File: src/rtl/deserializer_if.sv
// Serial-in / parallel-out link bundle for the deserializer.
// The transmitter drives the serial side; the deserializer drives the parallel side.
interface deserializer_if #(
    parameter int DATA_W = 16,
    parameter int MOD_W  = $clog2(DATA_W)
);
    logic              ser_data_i;
    logic              ser_data_val_i;
    logic [DATA_W-1:0] deser_data_o;
    logic [MOD_W-1:0]  deser_data_mod_o;
    logic              deser_data_val_o;
    logic              drop_o;

    modport master (
        output ser_data_i,
        output ser_data_val_i,
        input  deser_data_o,
        input  deser_data_mod_o,
        input  deser_data_val_o,
        input  drop_o
    );

    modport slave (
        input  ser_data_i,
        input  ser_data_val_i,
        output deser_data_o,
        output deser_data_mod_o,
        output deser_data_val_o,
        output drop_o
    );
endinterface

File: src/rtl/deserializer.sv
// Rebuilds left-aligned parallel words from an MSB-first serial burst; a burst
// ends at DATA_W bits or when valid drops, and runts below MIN_LEN are dropped.
module deserializer #(
    parameter int DATA_W  = 16,
    parameter int MOD_W   = $clog2(DATA_W),
    parameter int MIN_LEN = 3
) (
    input  logic          clk_i,
    input  logic          srst_n_i,
    deserializer_if.slave bus
);
    typedef enum logic {
        S_IDLE  = 1'b0,
        S_SHIFT = 1'b1
    } state_t;

    localparam logic [MOD_W:0] LAST_CNT = (MOD_W+1)'(DATA_W - 1);
    localparam logic [MOD_W:0] MIN_CNT  = (MOD_W+1)'(MIN_LEN);
    localparam logic [MOD_W:0] ONE_CNT  = (MOD_W+1)'(1);

    state_t            r_state;
    logic [MOD_W:0]    r_cnt;
    logic [DATA_W-1:0] r_sreg;
    logic [DATA_W-1:0] r_data;
    logic [MOD_W-1:0]  r_mod;
    logic              r_val;
    logic              r_drop;

    logic [MOD_W-1:0]  w_pos;
    logic [DATA_W-1:0] w_sreg_ins;

    // r_cnt is 0 in IDLE, so the first bit lands at the MSB as well.
    assign w_pos = MOD_W'(DATA_W - 1) - r_cnt[MOD_W-1:0];

    genvar gi;
    generate
        for (gi = 0; gi < DATA_W; gi++) begin : g_ins
            assign w_sreg_ins[gi] = (w_pos == MOD_W'(gi)) ? bus.ser_data_i : r_sreg[gi];
        end
    endgenerate

    always_ff @(posedge clk_i) begin
        if (!srst_n_i) begin
            r_state <= S_IDLE;
            r_cnt   <= '0;
            r_sreg  <= '0;
            r_data  <= '0;
            r_mod   <= '0;
            r_val   <= 1'b0;
            r_drop  <= 1'b0;
        end else begin
            r_val  <= 1'b0;
            r_drop <= 1'b0;
            case (r_state)
                S_IDLE: begin
                    if (bus.ser_data_val_i) begin
                        r_sreg  <= w_sreg_ins;
                        r_cnt   <= ONE_CNT;
                        r_state <= S_SHIFT;
                    end
                end
                S_SHIFT: begin
                    if (bus.ser_data_val_i) begin
                        if (r_cnt == LAST_CNT) begin
                            r_data  <= w_sreg_ins;
                            r_mod   <= '0;
                            r_val   <= 1'b1;
                            r_cnt   <= '0;
                            r_sreg  <= '0;
                            r_state <= S_IDLE;
                        end else begin
                            r_sreg <= w_sreg_ins;
                            r_cnt  <= r_cnt + ONE_CNT;
                        end
                    end else begin
                        // Burst closed early: publish or discard, then rearm.
                        if (r_cnt >= MIN_CNT) begin
                            r_data <= r_sreg;
                            r_mod  <= r_cnt[MOD_W-1:0];
                            r_val  <= 1'b1;
                        end else begin
                            r_drop <= 1'b1;
                        end
                        r_cnt   <= '0;
                        r_sreg  <= '0;
                        r_state <= S_IDLE;
                    end
                end
                default: r_state <= S_IDLE;
            endcase
        end
    end

    assign bus.deser_data_o     = r_data;
    assign bus.deser_data_mod_o = r_mod;
    assign bus.deser_data_val_o = r_val;
    assign bus.drop_o           = r_drop;
endmodule

File: src/flat_wrapper.sv
// flat-port wrapper written by rule: the top's interface ports become plain ports
module deserializer_flat 
#(
    parameter int DATA_W  = 16,
    parameter int MOD_W   = $clog2(DATA_W),
    parameter int MIN_LEN = 3
)
  (clk_i, srst_n_i, bus_ser_data_i, bus_ser_data_val_i, bus_deser_data_o, bus_deser_data_mod_o, bus_deser_data_val_o, bus_drop_o);
  deserializer_if #(.DATA_W(DATA_W), .MOD_W(MOD_W)) bus_i ();
  input  logic clk_i;
  input  logic srst_n_i;
  input wire logic [$bits(bus_i.ser_data_i)-1:0] bus_ser_data_i;
  input wire logic [$bits(bus_i.ser_data_val_i)-1:0] bus_ser_data_val_i;
  output wire logic [$bits(bus_i.deser_data_o)-1:0] bus_deser_data_o;
  output wire logic [$bits(bus_i.deser_data_mod_o)-1:0] bus_deser_data_mod_o;
  output wire logic [$bits(bus_i.deser_data_val_o)-1:0] bus_deser_data_val_o;
  output wire logic [$bits(bus_i.drop_o)-1:0] bus_drop_o;
  assign bus_i.ser_data_i = bus_ser_data_i;
  assign bus_i.ser_data_val_i = bus_ser_data_val_i;
  assign bus_deser_data_o = bus_i.deser_data_o;
  assign bus_deser_data_mod_o = bus_i.deser_data_mod_o;
  assign bus_deser_data_val_o = bus_i.deser_data_val_o;
  assign bus_drop_o = bus_i.drop_o;
  deserializer #(.DATA_W(DATA_W), .MOD_W(MOD_W), .MIN_LEN(MIN_LEN)) u_core (.clk_i(clk_i), .srst_n_i(srst_n_i), .bus(bus_i));
endmodule
File: config.mk
export PLATFORM = sky130hd
export DESIGN_NAME = deserializer_flat
export DESIGN_NICKNAME = d
export VERILOG_FILES = /design/src/rtl/deserializer_if.sv /design/src/rtl/deserializer.sv /design/src/flat_wrapper.sv
export SDC_FILE = /design/constraint.sdc
export NUM_CORES = 1
export LEC_CHECK = 0
export CAP_MARGIN = 10
export CORE_MARGIN = 2
export CORE_UTILIZATION = 36
export DETAILED_ROUTE_END_ITERATION = 8
export PLACE_DENSITY = 0.55
export SLEW_MARGIN = 10
export SYNTH_ARGS = -nofsm -noshare
export SYNTH_HDL_FRONTEND = slang
export SYNTH_SLANG_ARGS = --single-unit
File: constraint.sdc
create_clock -name clk_i -period 2 [get_ports clk_i]
set_input_delay 0.4 -clock clk_i [delete_from_list [all_inputs] [get_ports clk_i]]
set_output_delay 0.4 -clock clk_i [all_outputs]
set_load 0.05 [all_outputs]
==> results.toml, run 1 <==
[setup_path]
worstReg2RegEnd = "u_core.bus.deser_data_o[11]"
worstSetupEndpointType = "primary output"
critPathLaunch = "u_core.bus.deser_data_o[13]"
critical_path_class = "reg -> out"
cp_cell_sequence = "clkdlybuf4s50_1"
reg2regPathDepth = 4
cp-start-kind = "register"
cpLargestDelayFamily = "buffers and inverters"
reg2reg_from = "u_core.r_cnt[3]"
cp_slowest_cell = "clkdlybuf4s50_1"
rrSetupSlack_ns = 0.24
crit_fanout = 2
cp.arrival_ns = 1.50
cp_num_buf_inv = 1
required_ns = 1.60
slowest_delay_ns = 0.82

[synthesis]
synth_area_per_cell_um2 = 8.899
synth_fp_nets = 257
synth_flop_cell = "dfxtp_1"
netlist_instances = 249
synth_edf_count = 0
ys.warnings.count = 0
ys_seq_elements = 44
synth_area_leaders = "dfxtp_1, a21oi_1, a211oi_2"
synth_area_um2 = 2216
synth-seq-area-share = 0.3975
postSynth.asyncResetShare = 0
synth_top_area_share = 0.3975
synth_cell_types = 48
synth.largest_area_cell = "dfxtp_1"

[timing]
rsz0062_at_grt = "no"
worst_slew_pin_slew_ns = 0.5066
finalHoldViolations = 0
slew_headroom = 0.6618
fin_ws_ns = 0.09677
period_share = 0.9516
layout_min_cycle_time_ns = 1.903
slew_viol_final = 0
fmax_mhz = 525.4
finClkSkew_ns = 0.005271
setup_violations = 0
final.setup.tns_ns = 0

[cells_and_area]
postLayoutCellArea_um2 = 2719
diodes = 0
nNetsFinal = 295
fill_cells = 588
drive_above_1_share = 0.1701
syn2layout_area_growth_pct = 22.70

[die]
die_y_um = 82.46
coreArea_um2 = 5921
initial_core_util = 0.3743
die-area_um2 = 6799
dieWidth_um = 82.46
pin_count = 26
row_count = 28

[placement]
routabilityCongestion = 0.8123
place_area_um2 = 2625
pre_cts_ws_ns = 0.03704
port_buffers = 25
hpwl_um = 4085

[power_and_ir_drop]
p_seq_frac = 0.543
comb_power_share = 0.094
intPower_mw = 1.219
power_density_nw_per_um2 = 599.4
irDropWorstVdd_mv = 0.3060
power.switching_mw = 0.4109
leakagePower_nw = 0.9287
swShare = 0.2521
clockPowerShare = 0.363

[clock_network]
cts_max_level = 2
cts_tree = "yes"
cts_setup_buffers = 0
clk_pin_slew_ns = 0.08
cts-resized-gates = 0
numCtsBuffers = 5
clockBufferDepth = 2
cts_sinks = 44
cts-root-buf = "clkbuf_8"
clk-insertion-delay-late_ns = 0.30
postCtsHoldBufs = 0

[global_routing]
grt_pass1_vias = 1917
grt_max_degree = 23
grt_use_total = 0.1890
antenna_found_initial = 0
grt_overflow_total = 0
grt_pass1_wl_um = 9508

[drt]
wl_per_cell_um = 15.64
firstDrtPassIters = 4
drc = 0
vias_per_cell = 5.358
num_vias = 1945
antenna_left = 0
drtIter0Drc = 144
drt_wl_total_um = 5678

[hold_path]
hold_class = "reg -> reg"
worstHoldStart = "u_core.r_sreg[3]"
hold_depth = 2
min_to = "u_core.r_sreg[3]"

[outcome]
outcome = "finished clean"

[job]
drv_cap = 0
state kept, by name, summed over array words and instances, names as in the netlist:
register and count:
u_core.bus.deser_data_val_o 1, u_core.r_state 1, u_core.bus.deser_data_mod_o 4, u_core.bus.drop_o 1
u_core.bus.deser_data_o 16, u_core.r_sreg 16, u_core.r_cnt 5
cell type report:
class                      count  area (um^2)  area share
multi-input combinational    174         1159      0.4261
sequential                    44        880.8      0.3240
timing repair buffer          49        442.9      0.1629
tap                           75        93.84     0.03451
clock buffer                   7        86.33     0.03175
inverter                      13        48.80     0.01795
clock inverter                 1        7.507    0.002761
logic make-up (layout without fill, tap and decap cells):
| group | after synthesis | count (layout) | synth area share |
|---|---|---|---|
| simple gates | 77 | 77 | 0.1852 |
| mux | 8 | 8 | 0.03614 |
| buf+inv | 31 | 70 | 0.07962 |
| xor+xnor | 1 | 1 | 0.003953 |
| flops | 44 | 44 | 0.3975 |
| fa+ha+maj | 4 | 4 | 0.02259 |
| compound gates | 84 | 84 | 0.2750 |
per-stage QoR:
stage | power (mW) | instances | utilization | hold WS (ns)
floorplan | 1.001 | 249 | - | 0.4254
global placement | 1.060 | 355 | 0.4434 | 0.4400
detailed placement | 1.059 | 355 | 0.4434 | 0.4451
CTS | 1.651 | 363 | 0.4592 | 0.4585
global route | 1.701 | 363 | 0.4592 | 0.4808
finish | 1.630 | 363 | 0.4592 | 0.4570
worst max-delay path by stage:
| stage | to | slack, ns | depth (start not counted) |
|---|---|---|---|
| finish | bus_deser_data_o[13] | 0.1 | 1 |
| global route | bus_deser_data_o[13] | 0.03 | 1 |
| CTS | bus_deser_data_o[13] | 0.08 | 1 |
| detailed placement | u_core.bus.deser_data_o[12] | 0.04 | 6 |
| global placement | u_core.bus.deser_data_o[12] | 0.04 | 6 |
| floorplan | u_core.bus.deser_data_mod_o[2] | 0.25 | 7 |
layer usage:
metal,track usage,share of wire
met1,0.2497,0.49
met2,0.3073,0.46
met3,0.04348,0.046
met4,0.05500,0.010
met5,0,0
cells in the final DEF, fill, tap and decap left out, drive strengths merged, types with 2 or more instances in the layout:
cell type and instances:
a311oi 7, clkbuf 7, mux2i 8, nand2b 3, a32o 3, nor4bb 2, a32oi 2, or3 6
nor3 2, nor2 11, ha 4, dfxtp 44, and3 3, and2 3, a211oi 13, nand3 11
o21ai 10, a21oi 31, buf 24, inv 13, o32ai 2, clkdlybuf4s50 25, nand4b 2, nand2 29
o22ai 11
Yosys cell counts (2+ instances only):
master / instances
dfxtp_1: 44
a21oi_1: 30
nand2_1: 28
inv_1: 13
nand3_1: 11
o22ai_1: 11
a211oi_2: 10
nor2_1: 10
o21ai_0: 9
mux2i_1: 8
clkbuf_1: 7
a311oi_1: 6
or3_1: 6
buf_2: 5
ha_1: 4
a211oi_1: 3
a32o_1: 3
and3_1: 3
buf_6: 3
nand2b_1: 3
a32oi_1: 2
and2_1: 2
nor4bb_1: 2
o32ai_1: 2
power groups by stage:
| stage | Combinational, mW | Sequential (mW) | Clock (mW) |
|---|---|---|---|
| final | 0.153 | 0.885 | 0.591 |
| after global routing | 0.167 | 0.886 | 0.648 |
| after CTS | 0.154 | 0.885 | 0.613 |
| after detailed placement | 0.153 | 0.906 | 0 |
| after global placement | 0.154 | 0.906 | 0 |
| after floorplan | 0.0871 | 0.914 | 0 |
(Power assumes the default switching activity.)
==> inputs of run 2 (changes only) <==
--- a/config.mk
+++ b/config.mk
@@ -5,10 +5,11 @@
 export SDC_FILE = /design/constraint.sdc
 export NUM_CORES = 1
 export LEC_CHECK = 0
-export CAP_MARGIN = 10
+export CAP_MARGIN = 20
 export CORE_MARGIN = 2
 export CORE_UTILIZATION = 36
 export DETAILED_ROUTE_END_ITERATION = 8
+export GPL_TIMING_DRIVEN = 0
 export PLACE_DENSITY = 0.55
 export SLEW_MARGIN = 10
 export SYNTH_ARGS = -nofsm -noshare
==> run 2 against run 1 <==
Compared with the run above: sequential cell count stayed put; register-to-register slack worse by 0.08 ns; final cell count is 1.4% lower; total power is 5.0% higher; worst hold slack worse by 0.0090 ns; routed wire length is 5.6% higher; critical endpoint is now bus_deser_data_mod_o[2]; largest cell class unchanged; largest power group unchanged.
==> results.toml, run 2 (synthesis results as in run 1) <==
[clock_network]
cts-root-buf = "clkbuf_8"
cts_tree = "yes"
clk-insertion-delay-late_ns = 0.30
clk_pin_slew_ns = 0.09
numCtsBuffers = 5
cts_max_level = 2
clockBufferDepth = 2
cts_sinks = 44

[setup_path]
crit_fanout = 2
reg2regPathDepth = 7
endpoint = "bus_deser_data_mod_o[2]"
worstSetupEndpointType = "primary output"
worstReg2RegEnd = "u_core.bus.deser_data_o[11]"
reg2reg_from = "u_core.r_cnt[0]"
cp_cell_sequence = "clkdlybuf4s50_1"
rrSetupSlack_ns = 0.16
required_ns = 1.60
slowest_delay_ns = 0.81
critical_path_class = "reg -> out"
cpLargestDelayFamily = "buffers and inverters"
path_depth = 1
cp-start-kind = "register"
cp_slowest_cell = "clkdlybuf4s50_1"
cp.arrival_ns = 1.47
cp_num_buf_inv = 1
critPathLaunch = "u_core.bus.deser_data_mod_o[2]"

[drt]
wl_per_cell_um = 16.75
firstDrtPassIters = 4
num_vias = 1914
drc = 0
drtIter0Drc = 75
antenna_left = 0
vias_per_cell = 5.346
drt_wl_total_um = 5998

[hold_path]
hold_class = "reg -> reg"

[global_routing]
grt_use_total = 0.1890
grt_overflow_total = 0
antenna_found_initial = 0
grt_pass1_wl_um = 9584
grt_pass1_vias = 1844
grt_max_degree = 14

[timing]
layout_min_cycle_time_ns = 1.865
worst_slew_pin_slew_ns = 0.6893
slew_viol_final = 0
finClkSkew_ns = 0.004475
setup_violations = 0
rsz0062_at_grt = "no"
period_share = 0.9326
slew_headroom = 0.5405
timing.hold.ws_ns = 0.4480
fmax_mhz = 536.1
finalHoldViolations = 0
final.setup.tns_ns = 0

[placement]
dpl.cell_count = 348
port_buffers = 24
routabilityCongestion = 0.8332
hpwl_um = 4139
place_area_um2 = 2550

[outcome]
outcome = "finished clean"

[die]
row_count = 28
die-area_um2 = 6799
pin_count = 26
initial_core_util = 0.3743
dieWidth_um = 82.46
die_y_um = 82.46
coreArea_um2 = 5921

[power_and_ir_drop]
irDropWorstVdd_mv = 0.3617
leakagePower_nw = 0.8941
p_total_mw = 1.711
power_density_nw_per_um2 = 638.0

[cells_and_area]
drive_above_1_share = 0.1519
diodes = 0
postLayoutCellArea_um2 = 2683
layout.cells.non_filler = 358
final_common_cell = "dfxtp_1"
fill_cells = 613
syn2layout_area_growth_pct = 21.06
layout_common_cells = "dfxtp_1, a21oi_1, nand2_1"
nNetsFinal = 290

[job]
drv_cap = 0
run 2: changes by cell type in the layout (fill, tap and decap cells not counted), moves of 2 or more:
cell      previous run  this run
buf_2                0         5
buf_4               23         3
buf_6                0         3
clkbuf_1             1         7
dfxtp_1             44        42
dfxtp_2              0         2
run 2: routing by layer:
metal	GRT usage	share of wire
met1	0.2638	0.49
met3	0.03152	0.036
met2	0.3016	0.46
met5	0	0
met4	0.05000	0.012
run 2: what timing repair did:
| item | 4_1_cts | 5_1_grt |
|---|---|---|
| gates resized for setup | 2 | 4 |
| buffers inserted | 2 | 0 |
| pin swaps | 1 | 0 |
| setup endpoints to repair | 24 | 15 |
| hold buffers | 0 | 0 |
| cloned | 0 | 0 |
run 2: final cells by class:
| cell class | count | area [um^2] | area share |
|---|---|---|---|
| clock buffer | 6 | 72.57 | 0.02705 |
| inverter | 13 | 48.80 | 0.01819 |
| tap | 75 | 93.84 | 0.03498 |
| multi-input combinational | 174 | 1165 | 0.4342 |
| clock inverter | 2 | 35.03 | 0.01306 |
| timing repair buffer | 26 | 255.2 | 0.09515 |
| sequential | 44 | 883.3 | 0.3293 |
| buffer | 18 | 128.9 | 0.04804 |
run 2: stage by stage:
stage	util	setup WS, ns
after floorplan	-	0.2508
after global placement	0.4307	-0.1549
after detailed placement	0.4307	-0.1400
after CTS	0.4525	0.04464
after global routing	0.4531	0.01144
final	0.4531	0.1348
run 2: worst min-delay path by stage:
stage,start,end,cells past startpoint
3_5_place_dp,u_core.r_sreg[3],u_core.r_sreg[3],2
6_report,u_core.r_sreg[3],u_core.r_sreg[3],2
4_1_cts,u_core.r_sreg[3],u_core.r_sreg[3],2
5_1_grt,u_core.r_sreg[11],u_core.r_sreg[11],2
3_3_place_gp,u_core.r_sreg[3],u_core.r_sreg[3],2
2_1_floorplan,u_core.r_sreg[11],u_core.r_sreg[11],2
run 2: power by group:
| group | switching [mW] | leakage (nW) | internal [mW] |
|---|---|---|---|
| logic | 0.0959 | 0.483 | 0.0431 |
| clock network | 0.311 | 0.0552 | 0.371 |
| registers | 0.00757 | 0.356 | 0.882 |
==> inputs of run 3 (changes only) <==
--- a/config.mk
+++ b/config.mk
@@ -5,6 +5,7 @@
 export SDC_FILE = /design/constraint.sdc
 export NUM_CORES = 1
 export LEC_CHECK = 0
+export ABC_AREA = 1
 export CAP_MARGIN = 20
 export CORE_MARGIN = 2
 export CORE_UTILIZATION = 36
==> run 3 against run 2 <==
Compared with the run above: sequential share of layout area shrank 1.4 points; sequential cell count is the same; die area grew 6.4%; combinational power grew 72%; worst hold slack gained 0.027 ns; clock power grew 2%; synthesized cell count grew 47%; non-clock buffer count grew 1.
==> results.toml, run 3 <==
[synthesis]
ys_seq_elements = 44
synth_area_per_cell_um2 = 6.465
synth_flop_cell = "dfxtp_1"
synth_cell_types = 27
synth_common_cells = "nand2_1, nor2_1, inv_1, nand3_1, dfxtp_1"
synth_area_leaders = "dfxtp_1, nand2_1, nand3_1"
synth_area_um2 = 2366
synth_edf_count = 0
synth_top_area_share = 0.3723
synth.largest_area_cell = "dfxtp_1"
synth.most_common_cell = "nand2_1"
synth_fp_nets = 374
synth-seq-area-share = 0.3723
ys.warnings.count = 0
postSynth.asyncResetShare = 0
netlist_instances = 366

[setup_path]
cp_cell_sequence = "clkdlybuf4s50_1"
critPathLaunch = "u_core.bus.deser_data_o[8]"
cpLargestDelayFamily = "buffers and inverters"
worstSetupEndpointType = "primary output"
reg2reg_from = "u_core.r_cnt[1]"
cp.arrival_ns = 1.45
required_ns = 1.60
cp_num_buf_inv = 1
rrSetupSlack_ns = 0.23
cp_slowest_cell = "clkdlybuf4s50_1"
crit_fanout = 2
slowest_delay_ns = 0.80
critical_path_class = "reg -> out"
cp-start-kind = "register"

[global_routing]
grt_pass1_vias = 2226
grt_overflow_total = 0
antenna_found_initial = 0
grt_max_degree = 14
grt_use_total = 0.1830
grt_pass1_wl_um = 10620

[clock_network]
clk-insertion-delay-late_ns = 0.31
numCtsBuffers = 5
cts-root-buf = "clkbuf_8"
clk_pin_slew_ns = 0.09
cts_max_level = 2
cts_setup_buffers = 0
postCtsHoldBufs = 0
cts_tree = "yes"
clockBufferDepth = 2
cts_sinks = 44
cts-resized-gates = 0

[cells_and_area]
layout_common_cells = "nand2_1, nor2_1, inv_1, nand3_1, dfxtp_1"
diodes = 0
nNetsFinal = 404
drive_above_1_share = 0.08564
syn2layout_area_growth_pct = 18.40
final_common_cell = "nand2_1"
fill_cells = 683

[placement]
port_buffers = 23
hpwl_um = 4294
routabilityCongestion = 0.8439

[power_and_ir_drop]
power.switching_mw = 0.5049
irDropWorstVdd_mv = 0.3176
intPower_mw = 1.339
clockPowerShare = 0.377
p_total_mw = 1.843
comb_power_share = 0.130
leakagePower_nw = 1.367
p_seq_frac = 0.494
swShare = 0.2739
power_density_nw_per_um2 = 658.0

[drt]
drt_wl_total_um = 6086
antenna_left = 0
drtIter0Drc = 135
drc = 0
num_vias = 2276
vias_per_cell = 4.802
wl_per_cell_um = 12.84
firstDrtPassIters = 4

[timing]
finClkSkew_ns = 0.004015
final.setup.tns_ns = 0
period_share = 0.9261
slew_headroom = 0.5160
worst_slew_pin_slew_ns = 0.7233
rsz0062_at_grt = "no"
layout_min_cycle_time_ns = 1.852
setup_violations = 0
finalHoldViolations = 0
fmax_mhz = 539.9
slew_viol_final = 0

[die]
coreArea_um2 = 6350
die_y_um = 85.07
dieWidth_um = 85.07
pin_count = 26
row_count = 29
initial_core_util = 0.3726
die-area_um2 = 7237

[hold_path]
hold_class = "in -> reg"
worstHoldStart = "bus_ser_data_val_i"

[outcome]
outcome = "finished clean"

[job]
drv_cap = 0
-- run 3: cell types whose count changed after synthesis, sizes merged, moves of 6 or more --
cell    change
o21ai       -8
nor2       +42
inv        +36
or3         -6
nand2      +86
nand3      +37
mux2i       -8
a311oi      -7
a211oi     -12
a21oi      -25
-- run 3: area by class of cell --
cell class | count | area, um^2 | share of cell area
multi-input cells | 251 | 1160 | 0.4140
well taps | 77 | 96.34 | 0.03439
clock buffers | 6 | 72.57 | 0.02590
plain buffers | 22 | 138.9 | 0.04958
repair buffers | 23 | 230.2 | 0.08218
inverters | 49 | 186.4 | 0.06655
flip-flops and latches | 44 | 882.1 | 0.3149
clock inverters | 2 | 35.03 | 0.01251
-- run 3: routing by layer --
| metal | wire length [um] | up-vias | part of all wire | GRT usage |
|---|---|---|---|---|
| met5 | 0 | - | 0 | 0 |
| met4 | 87 | 0 | 0.014 | 0.05916 |
| met3 | 244 | 7 | 0.040 | 0.02918 |
| met2 | 2876 | 36 | 0.47 | 0.3132 |
| met1 | 2878 | 1037 | 0.47 | 0.2352 |
| li1 | - | 1196 | - | - |
-- run 3: metrics by stage --
stage | hold WS, ns | setup slack (ns) | instance area, um^2 | utilization | std cells
5_1_grt | 0.4981 | 0.06106 | 2801 | 0.4412 | 474
6_report | 0.4754 | 0.1478 | 2801 | 0.4412 | 474
3_3_place_gp | 0.4681 | 0.1680 | 2693 | 0.4240 | 466
4_1_cts | 0.4674 | 0.1354 | 2800 | 0.4410 | 474
3_5_place_dp | 0.4780 | 0.1490 | 2693 | 0.4240 | 466
2_1_floorplan | 0.4584 | 0.5128 | 2366 | - | 366
-- run 3: cell families after synthesis --
logic type,count (synthesis),synth area share
AO/OA/AOI/OAI,22,0.05606
flip-flops,44,0.3723
XOR/XNOR,1,0.003702
buffers and inverters,71,0.1375
AND/OR/NAND/NOR,224,0.4093
adder cells (fa/ha/maj),4,0.02115
-- run 3: path summary, 6_finish.rpt --
path / cells after the start / to
hold reg to reg: 2 / u_core.bus.deser_data_mod_o[3]
hold / removal: 3 / u_core.r_sreg[2]
setup reg to reg: 8 / u_core.r_sreg[8]
setup / recovery: 1 / bus_deser_data_o[8]
-- run 3: power groups by stage --
| stage | Sequential (mW) | Combinational (mW) | Clock, mW |
|---|---|---|---|
| CTS | 0.910 | 0.241 | 0.715 |
| finish | 0.910 | 0.239 | 0.695 |
| floorplan | 0.982 | 0.116 | 0 |
| detailed placement | 0.930 | 0.240 | 0 |
| global route | 0.913 | 0.264 | 0.737 |
| global placement | 0.930 | 0.239 | 0 |
